===== src/rtl/game_ctrl_fsm_if.sv =====
// Handshake bundle between the Tetris game controller and its neighbours.
// GAME_CTRL_HOLD_PIECE_EN adds the hold-piece request/response pair.
interface game_ctrl_fsm_if #(
    parameter int BOARD_W  = 10,
    parameter int BOARD_H  = 20,
    parameter int BLK_BITS = 3,
    parameter int X_BITS   = 4,
    parameter int Y_BITS   = 5,
    parameter int ROT_BITS = 2
);
    logic                         btn_start;
    logic [BLK_BITS-1:0]          random_blk;
    logic [BLK_BITS-1:0]          next_blk;
    logic [X_BITS-1:0]            next_pos_x;
    logic [Y_BITS-1:0]            next_pos_y;
    logic [ROT_BITS-1:0]          next_rot;
    logic [BOARD_W*BOARD_H-1:0]   stacked_next;
    logic                         ctrl_overlap;
    logic                         lines_valid;
    logic [2:0]                   lines_cleared;

    logic [1:0]                   mode;
    logic [BLK_BITS-1:0]          ctrl_blk;
    logic [X_BITS-1:0]            ctrl_pos_x;
    logic [Y_BITS-1:0]            ctrl_pos_y;
    logic [ROT_BITS-1:0]          ctrl_rot;
    logic [BOARD_W*BOARD_H-1:0]   stacked_block;
    logic [3:0]                   level;
    logic                         level_up;
    logic                         game_start;
`ifdef GAME_CTRL_HOLD_PIECE_EN
    logic                         hold_req;
    logic [BLK_BITS-1:0]          hold_blk;
`endif

    // master: upstream producers / downstream consumers; slave: the controller
    modport master (
        output btn_start, random_blk, next_blk, next_pos_x, next_pos_y, next_rot,
               stacked_next, ctrl_overlap, lines_valid, lines_cleared,
`ifdef GAME_CTRL_HOLD_PIECE_EN
        output hold_req,
        input  hold_blk,
`endif
        input  mode, ctrl_blk, ctrl_pos_x, ctrl_pos_y, ctrl_rot, stacked_block,
               level, level_up, game_start
    );

    modport slave (
        input  btn_start, random_blk, next_blk, next_pos_x, next_pos_y, next_rot,
               stacked_next, ctrl_overlap, lines_valid, lines_cleared,
`ifdef GAME_CTRL_HOLD_PIECE_EN
        input  hold_req,
        output hold_blk,
`endif
        output mode, ctrl_blk, ctrl_pos_x, ctrl_pos_y, ctrl_rot, stacked_block,
               level, level_up, game_start
    );
endinterface


===== src/rtl/game_ctrl_fsm.sv =====
// Tetris main controller: mode FSM, controlled piece, stacked board, level tracking.
// Optional hold-piece support is compiled in with GAME_CTRL_HOLD_PIECE_EN.
module game_ctrl_fsm #(
    parameter int BOARD_W         = 10,
    parameter int BOARD_H         = 20,
    parameter int BLK_BITS        = 3,
    parameter int X_BITS          = 4,
    parameter int Y_BITS          = 5,
    parameter int ROT_BITS        = 2,
    parameter int LINES_PER_LEVEL = 10,
    parameter int MAX_LEVEL       = 7,
    parameter int OVER_HOLD       = 200000000
) (
    input  logic               clk_100MHz,
    input  logic               sw_rst_n,
    game_ctrl_fsm_if.slave     bus
);
    localparam int N        = BOARD_W * BOARD_H;
    localparam int LIL_BITS = $clog2(LINES_PER_LEVEL + 4);
    localparam int OC_BITS  = (OVER_HOLD > 1) ? $clog2(OVER_HOLD) : 1;

    typedef enum logic [1:0] {IDLE = 2'd0, PLAY = 2'd1, PAUSE = 2'd2, OVER = 2'd3} mode_e;

    typedef struct packed {
        logic [BLK_BITS-1:0] blk;
        logic [X_BITS-1:0]   x;
        logic [Y_BITS-1:0]   y;
        logic [ROT_BITS-1:0] rot;
    } piece_t;

    localparam logic [X_BITS-1:0] SPAWN_X = X_BITS'(BOARD_W / 2 - 1);
    localparam piece_t SPAWN = {{BLK_BITS{1'b0}}, SPAWN_X, {Y_BITS{1'b0}}, {ROT_BITS{1'b0}}};

    mode_e                mode_q, mode_d;
    piece_t               piece_q, piece_d, next_piece;
    logic [N-1:0]         board_q, board_d;
    logic [3:0]           level_q, level_d;
    logic                 level_up_q, level_up_d;
    logic                 game_start_q, game_start_d;
    logic [LIL_BITS-1:0]  lil_q, lil_d, lil_sum;
    logic [OC_BITS-1:0]   over_cnt_q, over_cnt_d;
    logic                 lines_ok;
`ifdef GAME_CTRL_HOLD_PIECE_EN
    logic [BLK_BITS-1:0]  hold_blk_q, hold_blk_d;
    logic                 hold_used_q, hold_used_d;
`endif

    assign next_piece = {bus.next_blk, bus.next_pos_x, bus.next_pos_y, bus.next_rot};
    assign lines_ok   = bus.lines_valid && (bus.lines_cleared != 3'd0) && (bus.lines_cleared <= 3'd4);
    assign lil_sum    = lil_q + LIL_BITS'(bus.lines_cleared);

    always_ff @(posedge clk_100MHz or negedge sw_rst_n) begin
        if (!sw_rst_n) begin
            mode_q       <= IDLE;
            piece_q      <= SPAWN;
            board_q      <= '0;
            level_q      <= '0;
            level_up_q   <= 1'b0;
            game_start_q <= 1'b0;
            lil_q        <= '0;
            over_cnt_q   <= '0;
`ifdef GAME_CTRL_HOLD_PIECE_EN
            hold_blk_q   <= '0;
            hold_used_q  <= 1'b0;
`endif
        end else begin
            mode_q       <= mode_d;
            piece_q      <= piece_d;
            board_q      <= board_d;
            level_q      <= level_d;
            level_up_q   <= level_up_d;
            game_start_q <= game_start_d;
            lil_q        <= lil_d;
            over_cnt_q   <= over_cnt_d;
`ifdef GAME_CTRL_HOLD_PIECE_EN
            hold_blk_q   <= hold_blk_d;
            hold_used_q  <= hold_used_d;
`endif
        end
    end

    always_comb begin
        mode_d       = mode_q;
        piece_d      = piece_q;
        board_d      = board_q;
        level_d      = level_q;
        level_up_d   = 1'b0;
        game_start_d = 1'b0;
        lil_d        = lil_q;
        over_cnt_d   = over_cnt_q;
`ifdef GAME_CTRL_HOLD_PIECE_EN
        hold_blk_d   = hold_blk_q;
        hold_used_d  = hold_used_q;
`endif

        unique case (mode_q)
            IDLE: begin
                piece_d = SPAWN;
                if (bus.btn_start) begin
                    mode_d       = PLAY;
                    piece_d.blk  = bus.random_blk;
                    board_d      = '0;
                    level_d      = '0;
                    lil_d        = '0;
                    game_start_d = 1'b1;
`ifdef GAME_CTRL_HOLD_PIECE_EN
                    hold_blk_d   = '0;
                    hold_used_d  = 1'b0;
`endif
                end
            end

            PLAY: begin
                if (piece_q.y == '0 && bus.ctrl_overlap) begin
                    mode_d      = OVER;
                    piece_d.blk = '0;
                    over_cnt_d  = '0;
                end else if (bus.btn_start) begin
                    mode_d = PAUSE;
`ifdef GAME_CTRL_HOLD_PIECE_EN
                end else if (bus.hold_req && !hold_used_q) begin
                    // Swap into the hold slot; an empty slot pulls the upcoming piece instead.
                    hold_used_d = 1'b1;
                    hold_blk_d  = piece_q.blk;
                    piece_d     = SPAWN;
                    piece_d.blk = (hold_blk_q == '0) ? bus.next_blk : hold_blk_q;
                    board_d     = bus.stacked_next;
`endif
                end else begin
                    piece_d = next_piece;
                    board_d = bus.stacked_next;
`ifdef GAME_CTRL_HOLD_PIECE_EN
                    // A fresh spawn is the piece jumping back to the top row.
                    if (next_piece.y == '0 && piece_q.y != '0)
                        hold_used_d = 1'b0;
`endif
                end

                // Level counting runs even on the cycle the mode changes.
                if (lines_ok) begin
                    if (lil_sum >= LIL_BITS'(LINES_PER_LEVEL)) begin
                        lil_d = lil_sum - LIL_BITS'(LINES_PER_LEVEL);
                        if (level_q < 4'(MAX_LEVEL)) begin
                            level_d    = level_q + 4'd1;
                            level_up_d = 1'b1;
                        end
                    end else begin
                        lil_d = lil_sum;
                    end
                end
            end

            PAUSE: begin
                if (bus.btn_start) begin
                    mode_d  = PLAY;
                    piece_d = next_piece;
                    board_d = bus.stacked_next;
`ifdef GAME_CTRL_HOLD_PIECE_EN
                    if (next_piece.y == '0 && piece_q.y != '0)
                        hold_used_d = 1'b0;
`endif
                end
            end

            OVER: begin
                if (over_cnt_q == OC_BITS'(OVER_HOLD - 1))
                    mode_d = IDLE;
                else
                    over_cnt_d = over_cnt_q + OC_BITS'(1);
            end

            default: begin
                mode_d  = IDLE;
                piece_d = SPAWN;
            end
        endcase
    end

    assign bus.mode          = mode_q;
    assign bus.ctrl_blk      = piece_q.blk;
    assign bus.ctrl_pos_x    = piece_q.x;
    assign bus.ctrl_pos_y    = piece_q.y;
    assign bus.ctrl_rot      = piece_q.rot;
    assign bus.stacked_block = board_q;
    assign bus.level         = level_q;
    assign bus.level_up      = level_up_q;
    assign bus.game_start    = game_start_q;
`ifdef GAME_CTRL_HOLD_PIECE_EN
    assign bus.hold_blk      = hold_blk_q;
`endif
endmodule


===== src/flat_wrapper.sv =====
// flat-port wrapper written by rule: the top's interface ports become plain ports
module game_ctrl_fsm_flat 
#(
    parameter int BOARD_W         = 10,
    parameter int BOARD_H         = 20,
    parameter int BLK_BITS        = 3,
    parameter int X_BITS          = 4,
    parameter int Y_BITS          = 5,
    parameter int ROT_BITS        = 2,
    parameter int LINES_PER_LEVEL = 10,
    parameter int MAX_LEVEL       = 7,
    parameter int OVER_HOLD       = 200000000
)
  (clk_100MHz, sw_rst_n, bus_btn_start, bus_random_blk, bus_next_blk, bus_next_pos_x, bus_next_pos_y, bus_next_rot, bus_stacked_next, bus_ctrl_overlap, bus_lines_valid, bus_lines_cleared, bus_mode, bus_ctrl_blk, bus_ctrl_pos_x, bus_ctrl_pos_y, bus_ctrl_rot, bus_stacked_block, bus_level, bus_level_up, bus_game_start);
  game_ctrl_fsm_if #(.BOARD_W(BOARD_W), .BOARD_H(BOARD_H), .BLK_BITS(BLK_BITS), .X_BITS(X_BITS), .Y_BITS(Y_BITS), .ROT_BITS(ROT_BITS)) bus_i ();
  input  logic clk_100MHz;
  input  logic sw_rst_n;
  input wire logic [$bits(bus_i.btn_start)-1:0] bus_btn_start;
  input wire logic [$bits(bus_i.random_blk)-1:0] bus_random_blk;
  input wire logic [$bits(bus_i.next_blk)-1:0] bus_next_blk;
  input wire logic [$bits(bus_i.next_pos_x)-1:0] bus_next_pos_x;
  input wire logic [$bits(bus_i.next_pos_y)-1:0] bus_next_pos_y;
  input wire logic [$bits(bus_i.next_rot)-1:0] bus_next_rot;
  input wire logic [$bits(bus_i.stacked_next)-1:0] bus_stacked_next;
  input wire logic [$bits(bus_i.ctrl_overlap)-1:0] bus_ctrl_overlap;
  input wire logic [$bits(bus_i.lines_valid)-1:0] bus_lines_valid;
  input wire logic [$bits(bus_i.lines_cleared)-1:0] bus_lines_cleared;
  output wire logic [$bits(bus_i.mode)-1:0] bus_mode;
  output wire logic [$bits(bus_i.ctrl_blk)-1:0] bus_ctrl_blk;
  output wire logic [$bits(bus_i.ctrl_pos_x)-1:0] bus_ctrl_pos_x;
  output wire logic [$bits(bus_i.ctrl_pos_y)-1:0] bus_ctrl_pos_y;
  output wire logic [$bits(bus_i.ctrl_rot)-1:0] bus_ctrl_rot;
  output wire logic [$bits(bus_i.stacked_block)-1:0] bus_stacked_block;
  output wire logic [$bits(bus_i.level)-1:0] bus_level;
  output wire logic [$bits(bus_i.level_up)-1:0] bus_level_up;
  output wire logic [$bits(bus_i.game_start)-1:0] bus_game_start;
  assign bus_i.btn_start = bus_btn_start;
  assign bus_i.random_blk = bus_random_blk;
  assign bus_i.next_blk = bus_next_blk;
  assign bus_i.next_pos_x = bus_next_pos_x;
  assign bus_i.next_pos_y = bus_next_pos_y;
  assign bus_i.next_rot = bus_next_rot;
  assign bus_i.stacked_next = bus_stacked_next;
  assign bus_i.ctrl_overlap = bus_ctrl_overlap;
  assign bus_i.lines_valid = bus_lines_valid;
  assign bus_i.lines_cleared = bus_lines_cleared;
  assign bus_mode = bus_i.mode;
  assign bus_ctrl_blk = bus_i.ctrl_blk;
  assign bus_ctrl_pos_x = bus_i.ctrl_pos_x;
  assign bus_ctrl_pos_y = bus_i.ctrl_pos_y;
  assign bus_ctrl_rot = bus_i.ctrl_rot;
  assign bus_stacked_block = bus_i.stacked_block;
  assign bus_level = bus_i.level;
  assign bus_level_up = bus_i.level_up;
  assign bus_game_start = bus_i.game_start;
  game_ctrl_fsm #(.BOARD_W(BOARD_W), .BOARD_H(BOARD_H), .BLK_BITS(BLK_BITS), .X_BITS(X_BITS), .Y_BITS(Y_BITS), .ROT_BITS(ROT_BITS), .LINES_PER_LEVEL(LINES_PER_LEVEL), .MAX_LEVEL(MAX_LEVEL), .OVER_HOLD(OVER_HOLD)) u_core (.clk_100MHz(clk_100MHz), .sw_rst_n(sw_rst_n), .bus(bus_i));
endmodule

===== config.mk =====
export PLATFORM = sky130hd
export DESIGN_NAME = game_ctrl_fsm_flat
export DESIGN_NICKNAME = d
export VERILOG_FILES = /design/src/rtl/game_ctrl_fsm_if.sv /design/src/rtl/game_ctrl_fsm.sv /design/src/flat_wrapper.sv
export SDC_FILE = /design/constraint.sdc
export NUM_CORES = 1
export LEC_CHECK = 0
export ABC_CLOCK_PERIOD_IN_PS = 2600
export CAP_MARGIN = 10
export CORE_MARGIN = 10
export CORE_UTILIZATION = 39
export DETAILED_ROUTE_END_ITERATION = 7
export GPL_TIMING_DRIVEN = 0
export PLACE_DENSITY = 0.78
export SYNTH_ARGS = -nofsm -noshare
export SYNTH_HDL_FRONTEND = slang
export SYNTH_SLANG_ARGS = --single-unit

===== constraint.sdc =====
create_clock -name clk_100MHz -period 2.6 [get_ports clk_100MHz]
set_clock_uncertainty 0.2 [all_clocks]
set_input_delay 0.26 -clock clk_100MHz [delete_from_list [all_inputs] [get_ports clk_100MHz]]
set_output_delay 0.26 -clock clk_100MHz [all_outputs]
set_load 0.05 [all_outputs]

# After elaboration in Yosys (flattened, before gate mapping)
# Cells that the tools add are included.
[word_totals]
register_bits = 254
in_bits = 225
output_inout_bits = 222
[op_classes]
eq_ne = 17
mux = 33
add_sub_neg = 4
reduce_logical = 17
magnitude_cmp = 3
[ops]
columns = ["op", "n"]
rows = [
  ["2-to-1 mux 200 bit", 4],
  ["one-hot mux 200 bit (3 select lines)", 1],
  ["2-to-1 mux 28 bit", 2],
  ["one-hot mux 28 bit (2 select lines)", 1],
  ["one-hot mux 14 bit (3 select lines)", 1],
  ["adder 28 x 1 -> 28 bit, second input constant", 1],
  ["equality test 28 bit, second input constant", 1],
  ["2-to-1 mux 14 bit", 2],
  ["2-to-1 mux 4 bit", 6],
  ["one-hot mux 4 bit (2 select lines)", 2],
  ["!= test 2 x 1 -> 1 bit, second input constant", 6],
  ["AND reduction 3 bit", 4],
  ["2-to-1 mux 11 bit", 1],
  ["!= test 2 bit, second input constant", 5],
  ["AND reduction 5 bit", 2],
  ["2-to-1 mux 2 bit", 4],
  ["2-to-1 mux 1 bit", 6],
  ["2-to-1 mux 3 bit", 2],
  ["!= test 3 x 2 -> 1 bit, second input constant", 2],
  ["one-hot mux 2 bit (3 select lines)", 1],
  ["nonzero test 3 bit", 2],
  ["logical NOT 5 bit", 1],
  ["adder 4 x 1 -> 4 bit, second input constant", 1],
  ["adder 4 x 3 -> 4 bit", 1],
  ["11 further kinds", 15],
]

# Logic depth before layout (Yosys ltp)
# Gate-level depths: netlist of run 1.
[depth]
depth_word = 5
mapped_depth = 10

# Worst setup path after synthesis of run 1
# No wires, ideal clock.
[synth_timing]
path_type = "flip-flop to flip-flop"
start = "reg u_core.mode_q[0] (netlist: u_core.bus.mode[0])"
end = "reg u_core.over_cnt_q[25]"
path_buffers = 1
slack_ns = -0.233
t_arrival_ns = 2.554
synth_period_minus_slack_ns = 2.833
path_stages_with_launch = 8
path_cell_list = "dfrtp_1 ha_1 clkbuf_1 nor2_1 a311oi_4 nand3_4 or4_1 a21oi_1"
[synth_between]
elab_chain_cells = 3
[synth_rtl]
columns = ["item", "line_no", "source"]
rows = [
  ["start, declared", "game_ctrl_fsm.sv:34", "mode_e mode_q, mode_d;"],
  ["start signal, assigned", "game_ctrl_fsm.sv:67", "mode_q <= mode_d;"],
  ["equality test 2 bit / equality test 2 x 1 -> 1 bit (equally long branches)", "game_ctrl_fsm.sv:96", "unique case (mode_q)"],
  ["!= test 2 bit (no source line) (tied with other cells)", "n/a", ""],
  ["AND reduction 3 bit (no source line)", "n/a", ""],
  ["end signal, assigned", "game_ctrl_fsm.sv:74", "over_cnt_q <= over_cnt_d;"],
  ["end, declared", "game_ctrl_fsm.sv:41", "logic [OC_BITS-1:0] over_cnt_q, over_cnt_d;"],
]
# Parallel ways exist; a longest one is shown, timed or not.
# A chain may end at the register's enable or synchronous reset.

# Worst setup path after layout of run 1
[layout_timing]
start = "reg u_core.piece_q, in the netlist u_core.bus.ctrl_pos_y[2]"
end = "reg u_core.over_cnt_q[14]"
[layout_between]
elab_chain_cells = 4
[layout_rtl]
columns = ["item", "line_no", "source"]
rows = [
  ["start, declared", "game_ctrl_fsm.sv:35", "piece_t piece_q, piece_d, next_piece;"],
  ["start signal, assigned", "game_ctrl_fsm.sv:68", "piece_q <= piece_d;"],
  ["logical NOT 5 bit", "game_ctrl_fsm.sv:114", "if (piece_q.y == '0 && bus.ctrl_overlap) begin"],
  ["logical AND 1 bit", "game_ctrl_fsm.sv:114", ""],
  ["!= test 2 x 1 -> 1 bit (no source line)", "n/a", ""],
  ["AND reduction 3 bit (no source line)", "n/a", ""],
]
# No other way between the ends.

==> results of run 1 <==
state kept, by name, indices dropped and copies added (netlist names):
| name | count |
|---|---|
| u_core.bus.mode | 2 |
| u_core.bus.ctrl_pos_x | 4 |
| u_core.bus.game_start | 1 |
| u_core.over_cnt_q | 28 |
| u_core.bus.level_up | 1 |
| u_core.bus.stacked_block | 200 |
| u_core.lil_q | 4 |
| u_core.bus.level | 4 |
| u_core.bus.ctrl_rot | 2 |
| u_core.bus.ctrl_blk | 3 |
| u_core.bus.ctrl_pos_y | 5 |
synthesized netlist by cell type, types with 3 or more instances:
cell and instances:
clkbuf_1 52, o21ai_0 223, ha_1 10, nand2_1 438, or4_1 4, nand4_1 12, or3_1 4, inv_1 14
o31ai_1 3, nor3_1 8, dfrtp_1 253, mux2i_1 3, a21oi_1 14, xor2_1 14, buf_2 23, and3_1 12
nor3_2 3, nand3_1 16, nor2_1 37, nor4_1 4, xnor2_1 7, a22oi_1 3
routing by layer:
layer	wire length [um]	part of all wire, %
met1	15300	38
met2	20600	51
met3	3730	9.2
met4	996	2.4
met5	0	0
power groups by stage:
stage	Sequential [uW]	Combinational (uW)	Clock, uW
global placement	6130	14100	0
floorplan	10400	4690	0
finish	6130	14700	4090
CTS	6130	14600	4170
global route	6280	15900	4350
detailed placement	6160	14300	0
layout make-up:
| type | count | area share (%) |
|---|---|---|
| diodes | 5 | 0.0731 |
| plain buffers | 78 | 2.40 |
| clock buffers | 44 | 5.21 |
| clock inverters | 8 | 0.416 |
| inverters | 15 | 0.343 |
| multi-input cells | 857 | 24.8 |
| flip-flops and latches | 254 | 37.1 |
| well taps | 378 | 2.76 |
| repair buffers | 458 | 26.9 |
cells in the final DEF (no fill, tap or decap), drive strengths merged, types with 3 or more instances in the layout:
cell type / n
a21oi: 15
a22oi: 3
and3: 12
buf: 28
clkbuf: 106
clkdlybuf4s50: 445
clkinv: 5
dfrtp: 253
diode: 5
ha: 10
inv: 16
mux2i: 3
nand2: 438
nand3: 18
nand4: 12
nor2: 37
nor3: 11
nor4: 7
o21ai: 224
o31ai: 3
or3: 4
or4: 4
xnor2: 7
xor2: 14
cell families after synthesis:
group	synth area share, %
AO/OA/AOI/OAI	12.9
XOR/XNOR	1.69
buffers and inverters	3.53
multiplexers	0.482
adder cells (fa/ha/maj)	1.33
flip-flops	58.3
AND/OR/NAND/NOR	21.7
worst paths after layout:
path | to | slack, ns | cells past startpoint
setup / recovery | u_core.over_cnt_q[14] | 0.04 | 8
hold reg to reg | u_core.bus.stacked_block[86] | 0.28 | 2
hold / removal | u_core.over_cnt_q[25] | 0.06 | 2
max in group asynchronous | u_core.bus.stacked_block[47] | 1.24 | 3
setup reg to reg | u_core.over_cnt_q[14] | 0.04 | 8
min in group clk_100MHz | u_core.bus.ctrl_rot[0] | 0.07 | 3
through the flow:
stage / hold slack, ns / power, uW / utilization, %
final: 0.0650 / 25000 / 61.8
after global routing: 0.0638 / 26500 / 61.8
after CTS: 0.0458 / 24900 / 61.2
after detailed placement: 0.0571 / 20500 / 57.4
after global placement: 0.261 / 20200 / 57.2
after floorplan: -0.236 / 15100 / -
what timing repair did:
action	4_1_cts	5_1_grt
hold buffers	1	0
endpoints found under the setup margin	230	223
endpoints found under the hold margin	78	0
pin swaps	1	8
buffers inserted	1	8
gates resized for setup	24	48
==> results.cfg, run 1 <==
[detailed_routing]
vias = 10400
avgViaCountPerCell = 4.97
drc = 0
dr.pass1.iters = 7
drtIter0Drc = 564
drtAntennaViolNets = 0
routed_wl_um = 40700
wl_per_cell_um = 19.4

[final_layout]
nFillCells = 2325
multi_input_area_mm2 = 0.00425
seq_area_mm2 = 0.00636
stdcell_count = 2097
final_cell_area_mm2 = 0.0171
fin_nets = 1929
area_delta_synth_final_pct = 57.1
drive_above_1_share_pct = 7.93

[yosys]
yosysWarnings = 0
synth_edf_count = 0
synth.distinct_cells = 61
ys.flop_type = dfrtp_1
synth_area_leader_cell = dfrtp_1
ys_ff_latch = 254
syn-num-nets = 1440
async_flop_share_pct = 100
synth_top_area_share_pct = 58.1
avgSynthCellArea_um2 = 9.06
synth.area.top_cells = dfrtp_1 58%, nand2_1 15%, o21ai_0 10%, clkbuf_1 1.8%, nor2_1 1.3%
synth_area_mm2 = 0.0109
yosysSeqAreaShare_pct = 58.3
synth_cells = 1204

[global_route]
grt_usage_pct = 22.4
grt_max_degree = 99
grt_pass1_wl_um = 63000
grt_use_met1_pct = 24.3
grtUsageMet3_pct = 8.61
grtUsageMet2_pct = 39.7
grt_pass1_vias = 11000
overflow = 0
busiest_layer = met2
antenna_found_initial = 5

[timing]
drv_slew = 0
relSlewSlack_pct = 52.2
period_needed_ns = 2.56
setup-violations-final = 0
rsz0062_at_grt = yes
finalWorstSetupSlack_ns = 0.0439
worstMarginPinSlew_ns = 0.713
fin_tns_setup_ns = 0
max_freq_mhz = 391
hold_violations = 0
post-route-period-util_pct = 98.3

[clock_tree]
clk_path_buf_depth = 3
cts-buffers-inserted = 29
cts-htree-levels = 1
clkSlewWorstSetupHoldPaths_ns = 0.06
cts_tree = built
cts.sinks = 254
clockRootBuffer = clkbuf_16
clock_latency_ns = 0.54

[pwr]
power_density_mw_per_mm2 = 1460
p_sw_share_pct = 50.8
p_int_uw = 12300
leakage_uw = 0.00741
ir_drop_uv = 830
power_frac_comb_pct = 59.0
p_switching_uw = 12700
clockPowerShare_pct = 16.4
seq_power_share_pct = 24.6

[floorplanning]
core_area_mm2 = 0.0277
die_x_um = 187
boundaryPins = 447
rows = 61
floorplan.initialDensity_pct = 39.4
die_h_um = 187
die-area_mm2 = 0.0350

[placed_design]
detailed_place_hpwl_um = 30600
gp_congestion = 0.881
port_buffers = 446
dpl_cell_area_mm2 = 0.0159
place_inst = 2030
place_ws_ns = -0.892

[critical_path]
critical_path_class = reg2reg
max_stage_delay_ns = 0.57
path_delay_family = simple AND/OR/NAND/NOR gates
end_kind = flip-flop
rr_startpoint = u_core.bus.ctrl_pos_y[2]
cp_slowest_cell = or4b_4
path_common_cell = nor4_4
critPathArrivalTime_ns = 2.76
worstPathRequired_ns = 2.80
crit_buf_inv = 2
path_max_fanout = 10
startpoint = u_core.bus.ctrl_pos_y[2]
cp_cell_sequence = nor4_4 > buf_4 > a21oi_4 > or4b_4 > buf_6 > nor4_4 > xnor2_1 > nor2_1
cp-start-kind = flip-flop

[flow_run]
cap_violations = 0

[hold_path]
hold_path_class = in2async

[status]
status = completed
Power figures use the tool's default switching activity.
==> run 2, diff against run 1 <==
GPL_ROUTABILITY_DRIVEN = 0   (was unset)
==> results of run 2 <==
Same layout as run 1: the final DEF is identical, and so are final timing and power.
==> run 3, diff against run 2 <==
CORE_UTILIZATION = 37   (was 39)
PLACE_DENSITY = 0.74   (was 0.78)
==> results.cfg, run 3 (synthesis gave the netlist of run 1 again) <==
[status]
status = completed

[clock_tree]
cts.sinks = 254
cts_tree = built
cts-htree-levels = 1
clock_latency_ns = 0.54
clockRootBuffer = clkbuf_16
cts-buffers-inserted = 29
clk_path_buf_depth = 3
clkSlewWorstSetupHoldPaths_ns = 0.06

[critical_path]
path_max_fanout = 10
rr_startpoint = u_core.bus.ctrl_pos_y[1]
worstReg2RegEnd = u_core.over_cnt_q[11]
timing.reg2reg.setup_slack_ns = 0.07
r2r_cells = 8
cp-start-kind = flip-flop
critical_path_class = reg2reg
critPathArrivalTime_ns = 2.80
worstSetupEndpoint = u_core.over_cnt_q[11]
worstPathRequired_ns = 2.87
end_kind = flip-flop
startpoint = u_core.bus.ctrl_pos_y[1]

[global_route]
grt_max_degree = 115
grt_pass1_vias = 10800
overflow = 0
antenna_found_initial = 4
grt_usage_pct = 21.4
grt_pass1_wl_um = 62300

[timing]
drv_slew = 0
setup-violations-final = 0
worstMarginPinSlew_ns = 0.717
rsz0062_at_grt = yes
period_needed_ns = 2.53
post-route-period-util_pct = 97.5
max_freq_mhz = 395
relSlewSlack_pct = 51.9
hold_violations = 0

[hold_path]
hold_path_class = in2reg

[placed_design]
port_buffers = 446
place_inst = 2036
dpl_cell_area_mm2 = 0.0159
detailed_place_hpwl_um = 31400

[final_layout]
mostFrequentLayoutCells = 445 x clkdlybuf4s50_1, 438 x nand2_1, 250 x dfrtp_1
fin_util_pct = 59.3
layout_commonest_cell = clkdlybuf4s50_1
largest_reg_flops = 200
area_delta_synth_final_pct = 57.1
seq_area_mm2 = 0.00636
stdcell_count = 2099
drive_above_1_share_pct = 7.59
multi_input_area_mm2 = 0.00426
fin_nets = 1929
final_cell_area_mm2 = 0.0171
nFillCells = 2483

[detailed_routing]
drtIter0Drc = 512
avgViaCountPerCell = 4.94
routed_wl_um = 40800
vias = 10400
wl_per_cell_um = 19.5
drc = 0
drtAntennaViolNets = 0
dr.pass1.iters = 5

[floorplanning]
boundaryPins = 447
die_x_um = 192
die_h_um = 192
rows = 62
floorplan.initialDensity_pct = 37.8
die-area_mm2 = 0.0367
core_area_mm2 = 0.0289

[pwr]
p_sw_share_pct = 50.5
leakage_uw = 0.00742
clockPowerShare_pct = 16.5
power_density_mw_per_mm2 = 1450
power_frac_comb_pct = 58.9
p_switching_uw = 12600
ir_drop_uv = 877
seq_power_share_pct = 24.7
p_int_uw = 12300

[flow_run]
cap_violations = 0
[run 3: cell count changes in the layout (fill, tap and decap cells not counted), moves of 2 or more]
cell	before	now
clkbuf_1	35	39
bufinv_16	1	3
clkbuf_4	11	6
buf_4	14	12
clkbuf_8	12	7
buf_2	7	12
diode_2	5	3
[run 3: per-layer routing]
layer / part of all wire, % / wire length, um / vias up / global-route usage [%]
li1: - / - / 4981 / -
met1: 37 / 15200 / 4956 / 23.5
met2: 50 / 20500 / 356 / 37.3
met3: 9.3 / 3790 / 73 / 7.85
met4: 3.1 / 1270 / 4 / 7.00
met5: 0.086 / 35 / - / 0
[run 3: through the flow]
step / hold slack, ns / power, uW / worst slack, ns / TNS, ns
after floorplan: -0.236 / 15100 / 0.00819 / 0
after global placement: 0.259 / 20200 / -11.07 / -2720.45
after detailed placement: -0.0475 / 20500 / -0.931 / -185.99
after CTS: 0.0347 / 24900 / 0.00158 / 0
after global routing: 0.0580 / 26500 / -0.0197 / -0.0808
final: 0.0630 / 24900 / 0.0661 / 0
[run 3: area by class of cell]
type                       instances  share of cell area [%]
multi-input combinational        857                    24.9
buffer                            78                    2.35
antenna                            3                  0.0438
inverter                          15                   0.343
clock inverter                     9                   0.723
clock buffer                      41                    4.79
sequential                       254                    37.1
tap                              384                    2.81
timing repair buffer             458                    26.9
[run 3: worst min path at each step]
stage / start / to / slack (ns) / depth (start not counted)
global placement: u_core.lil_q[0] / u_core.lil_q[0] / 0.26 / 2
finish: bus_stacked_next[108] / u_core.bus.stacked_block[108] / 0.06 / 3
detailed placement: sw_rst_n / u_core.bus.stacked_block[178] / -0.05 / 1
global route: bus_next_rot[0] / u_core.bus.ctrl_rot[0] / 0.06 / 3
CTS: bus_next_pos_y[1] / u_core.bus.ctrl_pos_y[1] / 0.03 / 3
floorplan: sw_rst_n / u_core.bus.ctrl_blk[0] / -0.24 / 0
[run 3: worst max-delay path: stages, from the launching register on]
cell	delay (ns)
dfrtp_2	0.43
nor4_4	0.26
buf_4	0.18
a21oi_4	0.11
a311oi_4	0.45
nand3_4	0.16
buf_4	0.18
or3_1	0.32
a21oi_1	0.15
[run 3: power groups by stage]
stage	logic, uW	clock network [uW]	registers [uW]
2_1_floorplan	4690	0	10400
3_3_place_gp	14100	0	6120
3_5_place_dp	14300	0	6170
4_1_cts	14600	4190	6140
5_1_grt	15800	4370	6290
6_report	14600	4100	6130
[run 3: repair_timing]
| action | 4_1_cts | 5_1_grt |
|---|---|---|
| endpoints found under the hold margin | 253 | 0 |
| endpoints found under the setup margin | 229 | 202 |
| hold buffers | 2 | 0 |
| buffers inserted | 2 | 6 |
| pin swaps | 1 | 4 |
| resized for setup | 27 | 37 |
